File: config.mk
export PLATFORM = sky130hd
export DESIGN_NAME = dmem_arbiter
export DESIGN_NICKNAME = d
export VERILOG_FILES = /design/src/rtl/dmem_arbiter.sv
export SDC_FILE = /design/constraint.sdc
export NUM_CORES = 1
export LEC_CHECK = 0
export ABC_AREA = 1
export BUFFER_PORTS_ARGS = -buffer_cell sky130_fd_sc_hd__buf_4
export CAP_MARGIN = 20
export CORE_MARGIN = 2
export CORE_UTILIZATION = 30
export CTS_CLUSTER_DIAMETER = 50
export CTS_CLUSTER_SIZE = 14
export DETAILED_ROUTE_END_ITERATION = 8
export PLACE_DENSITY = 0.54
export SETUP_SLACK_MARGIN = 0.1
export SLEW_MARGIN = 40
export SYNTH_ARGS = -nofsm -noshare
export SYNTH_HDL_FRONTEND = slang
export SYNTH_SLANG_ARGS = --single-unit
export TNS_END_PERCENT = 30
File: constraint.sdc
create_clock -name clk -period 2.1 [get_ports clk]
set_input_delay 0.315 -clock clk [delete_from_list [all_inputs] [get_ports clk]]
set_output_delay 0.315 -clock clk [all_outputs]
set_load 0.005 [all_outputs]
File: src/rtl/dmem_arbiter.sv
// -----------------------------------------------------------------------------
// dmem_arbiter
//   Shares one byte-addressed data memory between requester 0 (CPU load/store
//   stage) and requester 1 (program/data loader). A winning request is latched
//   in IDLE, drives the memory port for exactly one cycle in ACCESS, and gets a
//   one-cycle response in RESP, so one transaction completes every 3 cycles.
//
//   Access size uses the memory encoding: [1:0] 00 byte, 01 half, 1x word;
//   [2] set means unsigned load. Sign/zero extension happens in the memory.
//
// Parameters
//   A_WIDTH     implemented memory address bits; any higher set bit is an error
//   FIXED_PRIO  0 round-robin, 1 requester 0 always wins
//
// Ports
//   clk, rst_n                 clock, asynchronous active-low reset
//   req_valid/req_ready [1:0]  per-requester handshake (bit i = requester i)
//   req_addr*/req_wdata*       byte address / store data per requester
//   req_we [1:0], req_size*    write enable / access size per requester
//   rsp_valid [1:0]            one-cycle response strobe per requester
//   rsp_rdata, rsp_err         shared load data / error flag, qualified by rsp_valid
//   mem_A, mem_WD, mem_WE,
//   mem_MemSrc                 memory port, non-zero only during ACCESS
//   mem_RD                     combinational read data from memory
//
// Build option
//   DMEM_ARB_MISALIGN_TRAP_EN  when defined, misaligned half/word accesses are
//                              treated like out-of-range ones (no write,
//                              rdata 0, rsp_err 1).
// -----------------------------------------------------------------------------
//  state  | meaning
//  IDLE   | arbitrate, ready to winner, latch request on handshake
//  ACCESS | drive memory port for one cycle, capture read data / error
//  RESP   | rsp_valid to owner for one cycle
// -----------------------------------------------------------------------------
module dmem_arbiter #(
  parameter int A_WIDTH    = 20,
  parameter int FIXED_PRIO = 0
) (
  input  logic        clk,
  input  logic        rst_n,
  input  logic [1:0]  req_valid,
  output logic [1:0]  req_ready,
  input  logic [31:0] req_addr0,
  input  logic [31:0] req_addr1,
  input  logic [31:0] req_wdata0,
  input  logic [31:0] req_wdata1,
  input  logic [1:0]  req_we,
  input  logic [2:0]  req_size0,
  input  logic [2:0]  req_size1,
  output logic [1:0]  rsp_valid,
  output logic [31:0] rsp_rdata,
  output logic        rsp_err,
  output logic [31:0] mem_A,
  output logic [31:0] mem_WD,
  output logic        mem_WE,
  output logic [2:0]  mem_MemSrc,
  input  logic [31:0] mem_RD
);

  localparam logic [1:0] ST_IDLE   = 2'd0;
  localparam logic [1:0] ST_ACCESS = 2'd1;
  localparam logic [1:0] ST_RESP   = 2'd2;

  // Address bits at or above A_WIDTH; evaluates to 0 when A_WIDTH is 32.
  localparam logic [31:0] HI_MASK = ~((32'h1 << A_WIDTH) - 32'h1);

  logic [1:0]  state_q, state_d;
  logic [31:0] addr_q;
  logic [31:0] wdata_q;
  logic        we_q;
  logic [2:0]  size_q;
  logic        owner_q;
  logic        last_grant_q;
  logic [1:0]  rsp_valid_q;
  logic [31:0] rsp_rdata_q;
  logic        rsp_err_q;

  logic        grant_valid;
  logic        grant_sel;
  logic        in_access;
  logic        out_of_range;
  logic        misalign;
  logic        acc_err;

  // Winner among the valid requesters; with both valid, round-robin picks the
  // one that did not win last time.
  always_comb begin
    grant_valid = (req_valid != 2'b00);
    if (req_valid == 2'b11) begin
      grant_sel = (FIXED_PRIO != 0) ? 1'b0 : ~last_grant_q;
    end else begin
      grant_sel = req_valid[1];
    end
  end

  always_comb begin
    req_ready = 2'b00;
    if (state_q == ST_IDLE && grant_valid) begin
      req_ready = grant_sel ? 2'b10 : 2'b01;
    end
  end

  assign out_of_range = |(addr_q & HI_MASK);

`ifdef DMEM_ARB_MISALIGN_TRAP_EN
  assign misalign = size_q[1] ? (addr_q[1:0] != 2'b00) : (size_q[0] & addr_q[0]);
`else
  assign misalign = 1'b0;
`endif

  assign acc_err   = out_of_range | misalign;
  assign in_access = (state_q == ST_ACCESS);

  assign mem_A      = in_access ? addr_q  : 32'h0;
  assign mem_WD     = in_access ? wdata_q : 32'h0;
  assign mem_MemSrc = in_access ? size_q  : 3'b000;
  assign mem_WE     = in_access & we_q & ~acc_err;

  assign rsp_valid = rsp_valid_q;
  assign rsp_rdata = rsp_rdata_q;
  assign rsp_err   = rsp_err_q;

  always_comb begin
    state_d = state_q;
    case (state_q)
      ST_IDLE:   if (grant_valid) state_d = ST_ACCESS;
      ST_ACCESS: state_d = ST_RESP;
      ST_RESP:   state_d = ST_IDLE;
      default:   state_d = ST_IDLE;
    endcase
  end

  always_ff @(posedge clk or negedge rst_n) begin
    if (!rst_n) begin
      state_q      <= ST_IDLE;
      addr_q       <= 32'h0;
      wdata_q      <= 32'h0;
      we_q         <= 1'b0;
      size_q       <= 3'b000;
      owner_q      <= 1'b0;
      last_grant_q <= 1'b1;
      rsp_valid_q  <= 2'b00;
      rsp_rdata_q  <= 32'h0;
      rsp_err_q    <= 1'b0;
    end else begin
      state_q <= state_d;
      case (state_q)
        ST_IDLE: begin
          if (grant_valid) begin
            owner_q      <= grant_sel;
            last_grant_q <= grant_sel;
            addr_q       <= grant_sel ? req_addr1  : req_addr0;
            wdata_q      <= grant_sel ? req_wdata1 : req_wdata0;
            we_q         <= req_we[grant_sel];
            size_q       <= grant_sel ? req_size1  : req_size0;
          end
        end
        ST_ACCESS: begin
          rsp_valid_q <= owner_q ? 2'b10 : 2'b01;
          rsp_err_q   <= acc_err;
          rsp_rdata_q <= (we_q | acc_err) ? 32'h0 : mem_RD;
        end
        ST_RESP: begin
          rsp_valid_q <= 2'b00;
          rsp_err_q   <= 1'b0;
          rsp_rdata_q <= 32'h0;
        end
        default: begin
          rsp_valid_q <= 2'b00;
        end
      endcase
    end
  end

endmodule

==> run_results.csv, run 1 <==
group,metric,value,unit
drt,ant_nets,0,
power,totalPowerFinal,10.0,mW
global_route,overflow,0,
power,p_per_area,1220,mW/mm2
synth,ys_seq_area_frac,0.494,
cts,tritoncts,"built",
cells_and_area,multiInputGateArea,0.00217,mm2
drt,drt_first_pass_iters,4,
global_route,track_usage,0.188,
synth,synth.top_cell.area_share,0.489,
critical_path,reg2regPathDepth,8,
drt,drt_iter0_markers,291,
critical_path,r2r-start,"state_q[0]",
cells_and_area,finalCoreUtilization,0.460,
drt,routed.top_layer,"met4",
global_route,grt_max_degree,108,
drt,avgViaCountPerCell,4.47,
critical_path,worstPathMaxFanout,10,
synth,ys_ff_latch,107,
drt,met3WireLength,1510,um
timing,setup_tns,0,ns
critical_path,arrival,1.62,ns
hold_path,hp-class,"in2async",
floorplanning,die_area,0.0192,mm2
synth,synth.net_count,946,
timing,slew_violations,0,
critical_path,crit_required,1.78,ns
timing,layout_setup_ws,0.162,ns
timing,fin_skew,0.00747,ns
run_status,violations,"hold timing",
cells_and_area,fin_cells,1261,
timing,grt_setup_unrepaired,"true",
cts,clk_pin_slew_worst_paths,0.08,ns
synth,synth_area_leaders,"dfrtp_1 49%, nand2_1 25%, inv_1 7.3%",
synth,netlist_area,0.00543,mm2
placement,place_inst,1243,
critical_path,worst-setup-path-type,"reg2out",
placement,gp_congestion,0.814,
cells_and_area,regArea,0.00268,mm2
floorplanning,start_util,0.304,
critical_path,end_kind,"primary output",
floorplanning,rows,49,
cts,cts.sinks,107,
critical_path,rr_endpoint,"addr_q[6]",
cts,numCtsBuffers,9,
global_route,grt_pass1_wl,29100,um
power,pwr-share-clk,0.199,
cells_and_area,nNetsFinal,1204,
cells_and_area,num_antenna_cells,0,
global_route,grt_pass1_vias,5719,
cells_and_area,areaGrowthSynthToFinish,51.3,%
power,p_comb_frac,0.479,
cts,cts_root_buf,"clkbuf_16",
placement,place_area,0.00779,mm2
run,maxCapViolCount,0,
timing,tightestPinTransition,0.659,ns
placement,io_buffer_count,276,
cts,cts_hold_buf,0,
power,p_leak,4.94,nW
timing,whs,-0.0311,ns
cts,cts_htree_levels,3,
cts,clockBufferDepth,2,
synth,yosys_warnings,0,
placement,dpl.hpwl,12500,um
floorplanning,num_io_pins,277,
global_route,antenna_found_initial,0,
floorplanning,die_y,138,um
timing,setup_violations,0,
synth,synth_cell_type_count,18,
cts,insertion_delay,0.35,ns
critical_path,start_kind,"register",
synth,synth_cells,769,
drt,vias,5635,
critical_path,r2r_slack,0.37,ns
synth,yosys.area.top_type,"dfrtp_1",
power,seq_power_share,0.322,
drt,wl_met1,8080,um
floorplanning,core_area,0.0178,mm2
synth,syn-mean-instance-area,7.05,um2
timing,max_freq,516,MHz
power,p_int,6.03,mW
cells_and_area,drive_gt1_frac,0.308,
power,switchingPower,4.00,mW
drt,dr_wl_met2,8290,um
timing,period_needed,1.94,ns
cells_and_area,fillers,1900,
timing,slew_headroom,0.560,
power,peakVddDrop,0.000705,V
drt,drt-wirelength-per-cell,14.5,um
power,switching_share,0.399,
drt,remaining_drc_errors,0,
drt,routed_wl,18200,um
timing,hold_violations,10,
timing,period_share,0.923,
floorplanning,fp.dieW,138,um
run_status,status,"complete, but fails checks",
placement,post-place-ws,0.355,ns
cells_and_area,fin_area,0.00821,mm2
## worst max-delay path: stages, from the launching register on
cell and delay [ns]:
dfrtp_1 0.43, inv_1 0.13, ha_2 0.27, nand2_1 0.14
inv_4 0.17, buf_4 0.14
## flip-flops by register name, summed over array words and instances (netlist names)
signal / count
addr_q: 32
last_grant_q: 1
owner_q: 1
rsp_err: 1
rsp_rdata: 32
rsp_valid: 2
size_q: 3
state_q: 2
wdata_q: 32
we_q: 1
## repair_timing
item | CTS | global route
setup buffers | 1 | 0
gates resized for setup | 4 | 4
endpoints found under the setup margin | 27 | 66
gates cloned | 0 | 1
pin swaps | 1 | 1
## placed cells by master, fill, tap and decap left out
cell type	netlist	final
nand3_1	69	69
ha_4	0	1
and2_1	1	1
ha_1	5	3
dfstp_2	1	1
clkbuf_8	0	1
buf_4	3	283
nand2_1	355	355
inv_2	2	2
inv_1	106	105
o21ai_4	0	1
bufinv_16	0	3
clkinvlp_4	0	3
dfrtp_1	106	106
nor2_1	41	40
ha_2	0	1
nand4_1	32	32
o21ai_0	3	3
a21oi_2	1	1
clkbuf_16	0	10
buf_12	0	8
inv_4	0	1
nor2_4	0	2
## worst max path at each step
stage	depth (start not counted)	start	endpoint
final	5	state_q[0]	req_ready[1]
after global routing	5	state_q[0]	req_ready[1]
after CTS	6	state_q[1]	mem_A[14]
after detailed placement	7	state_q[0]	addr_q[31]
after global placement	5	state_q[0]	req_ready[0]
after floorplan	6	state_q[1]	mem_WE
## power by group through the flow
stage	clock, mW	sequential [mW]	combinational [mW]
after floorplan	0	3.15	2.66
after global placement	0	3.24	4.69
after detailed placement	0	3.25	4.72
after CTS	2.07	3.23	4.78
after global routing	2.14	3.34	5.43
final	2.00	3.23	4.81
## cell families after synthesis
group,Yosys count,synth area share
AOI/OAI and AO/OA,5,0.00600
adders and majority gates,5,0.0115
and+or+nand+nor,499,0.377
DFF,107,0.494
buffers and inverters,153,0.112
## cell usage after synthesis
cell type	instances
nand3_1	69
a21oi_2	1
o21ai_2	1
nor2_2	1
clkbuf_1	21
buf_1	4
nand2_1	355
buf_2	17
o21ai_0	3
buf_4	3
inv_2	2
ha_1	5
nand4_1	32
dfrtp_1	106
nor2_1	41
dfstp_2	1
inv_1	106
and2_1	1
## layer usage
metal | global-route usage | vias up
met1 | 0.236 | 2592
met4 | 0.0650 | 0
met5 | 0 | -
li1 | - | 2830
met3 | 0.0533 | 20
met2 | 0.312 | 193
## layout make-up
class	instances	area share
Sequential cell	107	0.326
Tap cell	229	0.0349
Multi-Input combinational cell	509	0.265
Clock buffer	10	0.0291
Inverter	108	0.0497
Clock inverter	6	0.0137
Timing Repair Buffer	292	0.281
Note: power is estimated with default switching activity, not from simulation.
==> run 2: changes to the inputs <==
==> constraint.sdc (replaced) <==
create_clock -name clk -period 2.3 [get_ports clk]
set_input_delay 0.345 -clock clk [delete_from_list [all_inputs] [get_ports clk]]
set_output_delay 0.345 -clock clk [all_outputs]
set_load 0.005 [all_outputs]
==> run 2 against run 1 <==
Effect of this change: the run now ends clean; clock power fell by 19%; utilization fell by 0.53 points; register-to-register slack improved by 0.16 ns; combinational power fell by 13%; cell area fell by 1.1%; first-iteration DRC count rose by 15%; non-clock buffer count rose by 3; sequential cell count did not move; cell count rose by 0.24%; clock-buffer cell count rose by 2; highest routed layer unchanged; via count fell by 0.55%.
==> run_results.csv, run 2 (synthesis gave the netlist of run 1 again) <==
group,metric,value,unit
critical_path,worst-setup-path-type,"reg2out",
run,maxCapViolCount,0,
placement,place_inst,1247,
cells_and_area,fin_cells,1264,
power,totalPowerFinal,8.77,mW
global_route,use_met2,0.292,
global_route,grt_use_met1,0.238,
timing,setup_tns,0,ns
cells_and_area,mostFrequentLayoutCells,"355 x nand2_1, 290 x buf_4, 106 x inv_1, 106 x dfrtp_1, 69 x nand3_1",
critical_path,critical_path.max_stage_delay,0.42,ns
drt,routed_wl,17900,um
cts,numCtsBuffers,9,
cells_and_area,areaGrowthSynthToFinish,49.6,%
timing,tightestPinTransition,0.544,ns
power,p_comb_frac,0.478,
floorplanning,num_io_pins,277,
timing,period_needed,2.05,ns
power,switching_share,0.408,
drt,ant_nets,0,
global_route,grt.busiest_layer,"met2",
floorplanning,core_area,0.0178,mm2
cells_and_area,nNetsFinal,1207,
cts,cts.sinks,107,
global_route,grt_max_degree,65,
global_route,overflow,0,
global_route,grt_pass1_vias,5509,
timing,setup_violations,0,
drt,vias,5604,
power,switchingPower,3.58,mW
timing,grt_setup_unrepaired,"false",
critical_path,crit_required,1.96,ns
cts,clockBufferDepth,2,
timing,hold_violations,0,
power,seq_power_share,0.338,
timing,fin_skew,0.00722,ns
power,pwr-share-clk,0.183,
critical_path,start_kind,"register",
hold_path,hp-class,"in2reg",
run_status,status,"finished, final reports clean",
floorplanning,die_area,0.0192,mm2
cts,cts_setup_buffers,0,
timing,max_freq,487,MHz
critical_path,worstPathCellList,"inv_1 -> ha_2 -> nand2_1 -> inv_4 -> buf_4",
timing,whs,0.197,ns
placement,io_buffer_count,276,
placement,place_area,0.00778,mm2
cells_and_area,fin_area,0.00812,mm2
critical_path,r2r_slack,0.53,ns
hold_path,min_to,"wdata_q[3]",
global_route,grt_pass1_wl,28400,um
floorplanning,start_util,0.304,
cts,tritoncts,"built",
cts,insertion_delay,0.35,ns
global_route,antenna_found_initial,0,
drt,avgViaCountPerCell,4.43,
drt,remaining_drc_errors,0,
global_route,track_usage,0.183,
cells_and_area,final_common_cell,"nand2_1",
floorplanning,fp.dieW,138,um
global_route,grt_util_met3,0.0523,
floorplanning,rows,49,
critical_path,slowest_stage,"dfrtp_1",
critical_path,rr_endpoint,"addr_q[31]",
timing,layout_setup_ws,0.246,ns
cells_and_area,finalCoreUtilization,0.455,
power,p_int,5.19,mW
timing,slew_headroom,0.637,
placement,dpl.hpwl,12900,um
critical_path,arrival,1.71,ns
cells_and_area,num_antenna_cells,0,
power,peakVddDrop,0.000821,V
cts,cts_root_buf,"clkbuf_16",
hold_path,worstHoldPathCells,3,
timing,slew_violations,0,
hold_path,min_from,"req_wdata1[3]",
cts,cts_htree_levels,3,
drt,drt-wirelength-per-cell,14.2,um
timing,period_share,0.893,
critical_path,worstPathMaxFanout,18,
cts,clk_pin_slew_worst_paths,0.07,ns
critical_path,reg2regPathDepth,7,
floorplanning,die_y,138,um
placement,gp_congestion,0.800,
power,p_per_area,1080,mW/mm2
cells_and_area,drive_gt1_frac,0.307,
critical_path,end_kind,"primary output",
power,p_leak,4.92,nW
drt,drt_first_pass_iters,4,
placement,post-place-ws,0.467,ns
critical_path,r2r-start,"state_q[0]",
drt,drt_iter0_markers,335,
-- run 2: cell count changes in the layout (fill, tap and decap cells not counted), sizes merged --
cell / previous run / this run
buf: 291 / 294
clkinv: 0 / 3
clkinvlp: 3 / 0
bufinv: 3 / 1
clkbuf: 11 / 12
dlygate4sd3: 0 / 1
-- run 2: repair_timing --
| action | 4_1_cts | 5_1_grt |
|---|---|---|
| endpoints found under the hold margin | 31 | 0 |
| endpoints found under the setup margin | 2 | 33 |
| gates resized for setup | 1 | 2 |
| hold buffers | 1 | 0 |
-- run 2: power by group through the flow --
stage	Clock (mW)	Sequential, mW	Combinational, mW
after floorplan	0	2.88	2.43
after global placement	0	2.98	4.22
after detailed placement	0	2.98	4.25
after CTS	1.66	2.97	4.26
after global routing	1.73	3.06	4.70
final	1.61	2.97	4.20
-- run 2: layout make-up --
| type | instances | area, um2 |
|---|---|---|
| flip-flops and latches | 107 | 2680 |
| inverters | 108 | 408 |
| multi-input cells | 509 | 2170 |
| well taps | 229 | 287 |
| repair buffers | 295 | 2270 |
| fillers | 1868 | 9730 |
| clock inverters | 4 | 48.8 |
| clock buffers | 12 | 256 |
-- run 2: critical path: cells and delay by family (launching register included) --
kind          cells  cell delay, ns
fa+ha+maj         1            0.27
buf+inv           3            0.53
flops             1            0.42
simple gates      1            0.14
-- run 2: worst max path at each step --
stage	startpoint	end	slack (ns)
floorplan	state_q[1]	mem_WE	0.68
global placement	state_q[0]	req_ready[1]	0.52
detailed placement	state_q[0]	req_ready[1]	0.47
CTS	state_q[1]	mem_WE	0.09
global route	state_q[1]	req_ready[1]	0.11
finish	state_q[0]	req_ready[1]	0.25
-- run 2: per-layer routing --
metal  vias up  wire length, um
met3        28             1460
met2       195             8160
met5         -                0
met4         0              443
li1       2838                -
met1      2543             7820
